===== config.mk =====
export PLATFORM = sky130hd
export DESIGN_NAME = sccb_master_flat
export DESIGN_NICKNAME = d
export VERILOG_FILES = /design/src/rtl/sccb_master_if.sv /design/src/rtl/sccb_master.sv /design/src/flat_wrapper.sv
export SDC_FILE = /design/constraint.sdc
export NUM_CORES = 1
export LEC_CHECK = 0
export ABC_AREA = 1
export CAP_MARGIN = 5
export CORE_ASPECT_RATIO = 0.5
export CORE_MARGIN = 3
export CORE_UTILIZATION = 55
export CTS_BUF_LIST = sky130_fd_sc_hd__clkbuf_4
export DETAILED_ROUTE_END_ITERATION = 16
export DONT_BUFFER_PORTS = 1
export GPL_TIMING_DRIVEN = 0
export PLACE_DENSITY_LB_ADDON = 0.08
export SKIP_CTS_REPAIR_TIMING = 1
export SYNTH_ARGS = -nofsm -noshare
export SYNTH_HDL_FRONTEND = slang
export SYNTH_SLANG_ARGS = --single-unit

===== constraint.sdc =====
create_clock -name clk -period 2.8 [get_ports clk]
set_input_delay 0.56 -clock clk [delete_from_list [all_inputs] [get_ports clk]]
set_output_delay 0.56 -clock clk [all_outputs]
set_load 0.02 [all_outputs]

===== src/rtl/sccb_master_if.sv =====
// Command/status handshake between the camera driver and the SCCB master,
// plus the SIO_C/SIO_D pin-level signals.
interface sccb_master_if;
    logic       i_usher;
    logic [7:0] i_address;
    logic [7:0] i_subaddress;
    logic [7:0] i_data;
    logic [1:0] i_mode;
    logic       o_busy;
    logic       o_done;
    logic [7:0] o_data;
    logic       o_nack;
    logic       sio_c;
    logic       sio_d_o;
    logic       sio_d_oe;
    logic       sio_d_i;

    modport master (
        input  i_usher, i_address, i_subaddress, i_data, i_mode, sio_d_i,
        output o_busy, o_done, o_data, o_nack, sio_c, sio_d_o, sio_d_oe
    );

    modport slave (
        output i_usher, i_address, i_subaddress, i_data, i_mode, sio_d_i,
        input  o_busy, o_done, o_data, o_nack, sio_c, sio_d_o, sio_d_oe
    );
endinterface


===== src/rtl/sccb_master.sv =====
// OV7670 SCCB master: 3-phase write, 2-phase write and 2-phase read built
// from quarter-bit timed START / bit / STOP / GAP elements.
module sccb_master #(
    parameter int CLK_FREQ_HZ  = 100_000_000,
    parameter int SCCB_FREQ_HZ = 100_000
) (
    input  logic         clk,
    input  logic         reset_,
    sccb_master_if.master bus
);
    localparam int QTR   = CLK_FREQ_HZ / (4 * SCCB_FREQ_HZ);
    localparam int CNT_W = (QTR > 1) ? $clog2(QTR) : 1;
    localparam logic [CNT_W-1:0] QTR_M1 = CNT_W'(QTR - 1);

    if (QTR < 1) begin : g_bad_qtr
        $error("sccb_master: CLK_FREQ_HZ/(4*SCCB_FREQ_HZ) must be at least 1");
    end

    typedef enum logic [2:0] {S_IDLE, S_START, S_BYTE, S_STOP, S_GAP, S_DONE} state_t;

    state_t           state, state_nxt;
    logic [CNT_W-1:0] qcnt;
    logic [1:0]       q;
    logic [3:0]       bit_idx;
    logic [1:0]       byte_idx;
    logic             seg;
    logic             nack;
    logic [7:0]       data_out;
    logic [7:0]       addr_r, sub_r, data_r, rx_sr, tx_byte;
    logic [1:0]       mode_r;

    logic accept, tick, elem_end, last_bit, last_byte, rd_byte, busy_st, sample, tx_bit;

    assign accept    = bus.i_usher && (bus.i_mode != 2'b11) &&
                       ((state == S_IDLE) || (state == S_DONE));
    assign busy_st   = (state != S_IDLE) && (state != S_DONE);
    assign tick      = (qcnt == QTR_M1);
    assign elem_end  = tick && (q == 2'd3);
    assign last_bit  = (bit_idx == 4'd8);
    // The first segment carries a data byte only for the 3-phase write
    assign last_byte = (byte_idx == ((!seg && (mode_r == 2'b00)) ? 2'd2 : 2'd1));
    assign rd_byte   = seg && (byte_idx == 2'd1);
    assign sample    = (state == S_BYTE) && tick && (q == 2'd1);

    always_comb begin
        tx_byte = {addr_r[7:1], seg};
        if (byte_idx == 2'd1)
            tx_byte = sub_r;
        else if (byte_idx == 2'd2)
            tx_byte = data_r;
    end
    assign tx_bit = tx_byte[~bit_idx[2:0]];

    always_ff @(posedge clk) begin
        if (reset_)
            state <= S_IDLE;
        else
            state <= state_nxt;
    end

    always_comb begin
        state_nxt = state;
        case (state)
            S_IDLE:  if (accept) state_nxt = S_START;
            S_START: if (elem_end) state_nxt = S_BYTE;
            S_BYTE:  if (elem_end && last_bit && last_byte) state_nxt = S_STOP;
            S_STOP:  if (elem_end) state_nxt = ((mode_r == 2'b10) && !seg) ? S_GAP : S_DONE;
            S_GAP:   if (elem_end) state_nxt = S_START;
            S_DONE:  state_nxt = accept ? S_START : S_IDLE;
            default: state_nxt = S_IDLE;
        endcase
    end

    always_comb begin
        bus.sio_c    = 1'b1;
        bus.sio_d_o  = 1'b1;
        bus.sio_d_oe = 1'b0;
        bus.o_busy   = busy_st;
        bus.o_done   = (state == S_DONE);
        case (state)
            S_START: begin
                bus.sio_d_oe = 1'b1;
                bus.sio_c    = (q != 2'd3);
                bus.sio_d_o  = (q == 2'd0);
            end
            S_BYTE: begin
                bus.sio_c = (q == 2'd1) || (q == 2'd2);
                // Write bytes release the 9th slot; read bytes release data and drive NA
                if (last_bit) begin
                    bus.sio_d_oe = rd_byte;
                    bus.sio_d_o  = 1'b1;
                end else begin
                    bus.sio_d_oe = !rd_byte;
                    bus.sio_d_o  = rd_byte ? 1'b1 : tx_bit;
                end
            end
            S_STOP: begin
                bus.sio_d_oe = 1'b1;
                bus.sio_c    = (q != 2'd0);
                bus.sio_d_o  = q[1];
            end
            default: ;
        endcase
    end

    always_ff @(posedge clk) begin
        if (reset_) begin
            qcnt     <= '0;
            q        <= 2'd0;
            bit_idx  <= 4'd0;
            byte_idx <= 2'd0;
            seg      <= 1'b0;
            nack     <= 1'b0;
            data_out <= 8'h00;
        end else if (accept) begin
            qcnt     <= '0;
            q        <= 2'd0;
            bit_idx  <= 4'd0;
            byte_idx <= 2'd0;
            seg      <= 1'b0;
            nack     <= 1'b0;
        end else begin
            if (busy_st) begin
                qcnt <= tick ? '0 : qcnt + CNT_W'(1);
                if (tick)
                    q <= q + 2'd1;
            end
            if (elem_end) begin
                case (state)
                    S_START: bit_idx <= 4'd0;
                    S_BYTE: begin
                        if (last_bit) begin
                            bit_idx  <= 4'd0;
                            byte_idx <= byte_idx + 2'd1;
                        end else begin
                            bit_idx <= bit_idx + 4'd1;
                        end
                    end
                    S_GAP: begin
                        seg      <= 1'b1;
                        byte_idx <= 2'd0;
                    end
                    default: ;
                endcase
            end
            if (sample && last_bit && !rd_byte && bus.sio_d_i)
                nack <= 1'b1;
            // Publish the read byte so it is already valid in the DONE cycle
            if ((state == S_STOP) && (state_nxt == S_DONE) && (mode_r == 2'b10))
                data_out <= rx_sr;
        end
    end

    always_ff @(posedge clk) begin
        if (accept) begin
            addr_r <= bus.i_address;
            sub_r  <= bus.i_subaddress;
            data_r <= bus.i_data;
            mode_r <= bus.i_mode;
        end
        if (sample && rd_byte && !last_bit)
            rx_sr <= {rx_sr[6:0], bus.sio_d_i};
    end

    assign bus.o_data = data_out;
    assign bus.o_nack = nack;
endmodule


===== src/flat_wrapper.sv =====
// flat-port wrapper written by rule: the top's interface ports become plain ports
module sccb_master_flat 
#(
    parameter int CLK_FREQ_HZ  = 100_000_000,
    parameter int SCCB_FREQ_HZ = 100_000
)
  (clk, reset_, bus_i_usher, bus_i_address, bus_i_subaddress, bus_i_data, bus_i_mode, bus_sio_d_i, bus_o_busy, bus_o_done, bus_o_data, bus_o_nack, bus_sio_c, bus_sio_d_o, bus_sio_d_oe);
  sccb_master_if bus_i ();
  input  logic clk;
  input  logic reset_;
  input wire logic [$bits(bus_i.i_usher)-1:0] bus_i_usher;
  input wire logic [$bits(bus_i.i_address)-1:0] bus_i_address;
  input wire logic [$bits(bus_i.i_subaddress)-1:0] bus_i_subaddress;
  input wire logic [$bits(bus_i.i_data)-1:0] bus_i_data;
  input wire logic [$bits(bus_i.i_mode)-1:0] bus_i_mode;
  input wire logic [$bits(bus_i.sio_d_i)-1:0] bus_sio_d_i;
  output wire logic [$bits(bus_i.o_busy)-1:0] bus_o_busy;
  output wire logic [$bits(bus_i.o_done)-1:0] bus_o_done;
  output wire logic [$bits(bus_i.o_data)-1:0] bus_o_data;
  output wire logic [$bits(bus_i.o_nack)-1:0] bus_o_nack;
  output wire logic [$bits(bus_i.sio_c)-1:0] bus_sio_c;
  output wire logic [$bits(bus_i.sio_d_o)-1:0] bus_sio_d_o;
  output wire logic [$bits(bus_i.sio_d_oe)-1:0] bus_sio_d_oe;
  assign bus_i.i_usher = bus_i_usher;
  assign bus_i.i_address = bus_i_address;
  assign bus_i.i_subaddress = bus_i_subaddress;
  assign bus_i.i_data = bus_i_data;
  assign bus_i.i_mode = bus_i_mode;
  assign bus_i.sio_d_i = bus_sio_d_i;
  assign bus_o_busy = bus_i.o_busy;
  assign bus_o_done = bus_i.o_done;
  assign bus_o_data = bus_i.o_data;
  assign bus_o_nack = bus_i.o_nack;
  assign bus_sio_c = bus_i.sio_c;
  assign bus_sio_d_o = bus_i.sio_d_o;
  assign bus_sio_d_oe = bus_i.sio_d_oe;
  sccb_master #(.CLK_FREQ_HZ(CLK_FREQ_HZ), .SCCB_FREQ_HZ(SCCB_FREQ_HZ)) u_core (.clk(clk), .reset_(reset_), .bus(bus_i));
endmodule

== After elaboration in Yosys (flattened, before gate mapping) ==
Cells that the tools add are included.

* Register bits after elaboration: 63
* Output and inout port bits: 14
* Word-level logic and storage cells: 100

* Add/subtract/negate cells: 4
* $lt $le $gt $ge: 1
* Equality and inequality tests: 19
* Mux-type cells: 24
* Bitwise logic cells: 2
* Reductions and logical operators: 37

{| class="wikitable"
|+ Operators with widths
! kind !! count
|-
| 8-bit 2-to-1 mux || 3
|-
| 1-bit logical AND || 18
|-
| 3-bit one-hot mux with 6 select lines || 1
|-
| 3-bit 2-to-1 mux || 5
|-
| 3-bit equality test (second input constant) || 3
|-
| 8-bit by 1-bit adder with 8-bit output (second input constant) || 1
|-
| 2-bit equality test (second input constant) || 4
|-
| 8-bit equality test (second input constant) || 1
|-
| 4-bit one-hot mux with 2 select lines || 1
|-
| 2-bit AND reduction || 4
|-
| 3-bit by 2-bit equality test with 1-bit output (second input constant) || 2
|-
| 1-bit 2-to-1 mux || 6
|-
| 1-bit one-hot mux with 3 select lines || 2
|-
| 2-bit nonzero test || 3
|-
| 2-bit by 1-bit adder with 2-bit output (second input constant) || 2
|-
| 4-bit by 1-bit adder with 4-bit output (second input constant) || 1
|-
| 2-bit by 1-bit equality test with 1-bit output (second input constant) || 2
|-
| 4-bit equality test (second input constant) || 1
|-
| 2-bit logical NOT || 2
|-
| 3-bit by 4-bit less-than comparator with 1-bit output (second input constant) || 1
|-
| 2-bit 2-to-1 mux || 2
|-
| 4-bit 2-to-1 mux || 1
|-
| 2-bit inequality test (second input constant) || 2
|-
| 2-bit one-hot mux with 2 select lines || 1
|-
| 14 further kinds || 18
|}

== Depth between registers and ports, before layout ==
* Depth after elaboration: 11
* Depth in mapped cells: 13
* Mapped depth without buffers: 12

== Worst setup path before layout ==
No wires, ideal clock.

* Kind: reg-to-reg
* From: register u_core.bit_idx[0]
* To: register u_core.rx_sr[0], enable pin
* Library setup time: 0.395 ns
* Arrival: 2.001 ns
* Data required time: 2.405 ns
* Setup slack: 0.404 ns
* Stages on the path, launching flop included: 7
* Path buffers: 1
* Cells stage by stage: dfxtp_1 > clkbuf_1 > inv_1 > ha_1 > nand3_1 > inv_1 > nor4_1

* Word-level cells in the longest chain between the ends: 3

{| class="wikitable"
|+ RTL lines
! what !! RTL line !! text
|-
| start: declaration || sccb_master.sv:24 || <nowiki>logic [3:0] bit_idx;</nowiki>
|-
| start signal: assignment || sccb_master.sv:136 || <nowiki>bit_idx <= bit_idx + 4'd1;</nowiki>
|-
| 4-bit equality test || sccb_master.sv:39 || <nowiki>assign last_bit = (bit_idx == 4'd8);</nowiki>
|-
| 1-bit logical NOT || sccb_master.sv:161 || <nowiki>if (sample && rd_byte && !last_bit)</nowiki>
|-
| 1-bit logical AND || sccb_master.sv:161 ||
|-
| end signal: assignment || sccb_master.sv:162 || <nowiki>rx_sr <= {rx_sr[6:0], bus.sio_d_i};</nowiki>
|-
| end: declaration || sccb_master.sv:29 || <nowiki>logic [7:0] addr_r, sub_r, data_r, rx_sr, tx_byte;</nowiki>
|}

Every way passes these cells.
A chain may end at the register's enable or synchronous reset.

== Worst setup path after layout ==
* From: register u_core.byte_idx[1]
* To: output port bus_sio_d_o

* Word-level cells in the longest chain between the ends: 8
* Elaborated cells between the ends (all ways): 10
* Those cells by class: eq/ne: 2; mux: 7; reduce/logical: 1

{| class="wikitable"
|+ RTL lines
! what !! RTL line !! text
|-
| start: declaration || sccb_master.sv:25 || <nowiki>logic [1:0] byte_idx;</nowiki>
|-
| start signal: assignment || sccb_master.sv:134 || <nowiki>byte_idx <= byte_idx + 2'd1;</nowiki>
|-
| 2-bit equality test || sccb_master.sv:49 || <nowiki>else if (byte_idx == 2'd2)</nowiki>
|-
| 8-bit 2-to-1 mux || sccb_master.sv:49 ||
|-
| 8-bit 2-to-1 mux || sccb_master.sv:47 || <nowiki>if (byte_idx == 2'd1)</nowiki>
|-
| 1-bit binary-select mux with 3-bit select || sccb_master.sv:52 || <nowiki>assign tx_bit = tx_byte[~bit_idx[2:0]];</nowiki>
|-
| 1-bit 2-to-1 mux (not written as such) || sccb_master.sv:52 ||
|-
| 1-bit 2-to-1 mux * || sccb_master.sv:94 || <nowiki>bus.sio_d_o = rd_byte ? 1'b1 : tx_bit;</nowiki>
|-
| 1-bit 2-to-1 mux * || sccb_master.sv:89 || <nowiki>if (last_bit) begin</nowiki>
|-
| 1-bit one-hot mux with 3 select lines * || sccb_master.sv:80 || <nowiki>case (state)</nowiki>
|-
| end: declaration || flat_wrapper.sv:22 || <nowiki>output wire logic [$bits(bus_i.sio_d_o)-1:0] bus_sio_d_o;</nowiki>
|}

Mark *: on every way between the ends. The rest lies on a longest branch, timed or not. The select of a mux whose other input is x is not followed.

==> flow_summary.toml <==
[status]
status = "finished, final reports clean"

[sta]
worst_slack_ns = 0.216
hold_ws_ns = 0.203
max_freq_ghz = 0.387
tns_ns = 0
finalCritPeriodShare = 0.923
tightest_slew_ns = 0.918
fin_crit_ns = 2.58
report.final.hold_viol_count = 0
maxSlewViolCount = 0
setup_viol = 0
skew_ns = 0.0184
relSlewSlack = 0.387
rsz0062_at_grt = "false"

[logic_synthesis]
synthFlopType = "edfxtp_1"
yosys.area.top_type_share = 0.340
avgSynthCellArea_um2 = 8.61
yosys-top-cells-area = "edfxtp_1 (34%), dfxtp_1 (20%), nand2_1 (9.1%)"
syn_area_um2 = 2920
syn_inst = 339
synthArstFlopShare = 0
yosys_warnings = 0
syn_nets = 378
synth_edf_count = 33
synth_seq_cells = 62
seq_area_frac_synth = 0.539
synth_top_area_cell = "edfxtp_1"
ys_types = 33

[detailed_routing]
ant_nets = 0
wl_per_cell_um = 12.9
drc_errors = 0
route.final.wire_length_um = 5480
dr.pass1.iters = 4
vias = 2231
vias_per_cell = 5.25
drtIter0Drc = 95

[floorplan]
fp.coreArea_um2 = 5020
die_h_um = 57.5
floorplan.initialDensity = 0.581
fp.dieW_um = 109
ioPinCount = 44
dieArea_um2 = 6270
num_rows = 18

[clock_tree]
htree_levels = 3
worst_skew_pair.late_latency_ns = 0.42
clock-sinks = 62
cts_buffers = 9
clockBufferDepth = 2
clock-root-buffer = "clkbuf_4"
path_clk_slew_ns = 0.11
cts_tree = "done"

[power]
vdd_ir_drop_max_mv = 0.389
power_leakage_uw = 0.00126
powerDensity_nw_per_um2 = 578

[critical_path]
cp-start-kind = "flip-flop"
cp.required_ns = 2.24
crit_type = "reg2out"
endpoint_kind = "output port"
worst-path-max-fanout = 10
cp.arrival_ns = 2.02

[place]
place_congestion = 0.893
dp_hpwl_um = 4110
pre_cts_slack_ns = 0.257
port_buffers = 0

[global_route]
grt_pass1_vias = 2030
grt_usage = 0.192
grt_pass1_wl_um = 9070
grt_start_max_net_pins = 26
grt_antenna_before_repair = 0
grt-ovfl-total = 0

[job]
max-cap-violations = 0

[cells_and_area]
final_common_cell = "nand2_1"
antennaDiodeCount = 0
most-common-layout-cells = "nand2_1 (71), nor2_1 (57), inv_1 (41)"
area_delta_synth_final_pct = 9.95
drive_gt1_frac = 0.110
utilization = 0.639
nets = 389
fillers = 443

[min_path]
min_path_type = "in2reg"
-- through the flow --
step / cell area (µm²) / power, µW / std cells
after floorplan: 2920 / 1080 / 339
after global placement: 3010 / 1100 / 409
after detailed placement: 3020 / 1100 / 410
after CTS: 3200 / 1870 / 426
after global routing: 3210 / 1930 / 425
final: 3210 / 1850 / 425
-- worst max-delay path: stages (launching register included) --
cell and delay (ns):
dfxtp_2 0.37, inv_1 0.06, ha_1 0.21, inv_2 0.11
clkbuf_4 0.21, nand3_1 0.09, o211ai_1 0.10, nand3_1 0.10
nand3_1 0.08, nand3_1 0.07, nand2_1 0.06, nand2_1 0.14
-- cells by family (layout without fill, tap and decap cells) --
logic type      after synthesis  in the layout  share of synthesized area
compound gates               36             36                     0.0815
xor+xnor                      1              1                    0.00300
fa+ha+maj                     9              9                     0.0386
buf+inv                      51             67                     0.0682
flops                        62             62                      0.539
simple gates                180            180                      0.270
-- layout make-up --
cell class                      count  area (µm²)  share of cell area
Timing Repair Buffer                1        10.0             0.00312
Multi-Input combinational cell    226        1160               0.361
Clock buffer                        9        67.6              0.0211
Sequential cell                    62        1570               0.490
Inverter                           46         173              0.0538
Buffer                              4        27.5             0.00858
Clock inverter                      7         113              0.0351
Tap cell                           70        87.6              0.0273
-- Yosys cell counts, types with 2 or more instances --
cell type,instances
nand2_1,71
nand3_2,2
nand4_1,4
o21ai_0,9
nor3_1,3
o211ai_1,4
dfxtp_1,29
nor2_2,2
nor2_4,3
clkbuf_1,4
ha_1,9
a21boi_0,2
nor2_1,57
nand2_2,3
inv_2,2
nand3_1,32
a21oi_1,11
a31oi_1,3
edfxtp_1,33
inv_1,43
-- flip-flops by register name (all words and copies together), names as in the netlist, 3 cells and up --
signal and flops:
u_core.bus.o_data 8, u_core.data_r 8, u_core.qcnt 8, u_core.rx_sr 8, u_core.sub_r 8, u_core.addr_r 7, u_core.bit_idx 4, u_core.state 3
-- routing by layer --
metal / track usage / wire length [µm] / up-vias
met3: 0.0870 / 360 / 11
met2: 0.307 / 2490 / 56
met5: 0 / 0 / -
li1: - / - / 1137
met4: 0.0665 / 97 / 0
met1: 0.233 / 2540 / 1027
-- path summary, 6_finish.rpt --
path | start | endpoint | slack, ns | cells past startpoint
setup / recovery | u_core.byte_idx[1] | bus_sio_d_o | 0.22 | 11
hold / removal | reset_ | u_core.state[0] | 0.20 | 1
setup reg to reg | u_core.bit_idx[0] | u_core.rx_sr[4] | 0.44 | 7
hold reg to reg | u_core.qcnt[7] | u_core.qcnt[7] | 0.45 | 1
-- report_power, final --
part	total (µW)	switching [µW]	internal, µW	leakage (µW)
registers	994	9.27	985	0.000542
clock network	773	327	446	0.0000872
logic	86.3	64.8	21.4	0.000632
total	1850	401	1450	0.00126
Note: power is estimated with default switching activity, not from simulation.
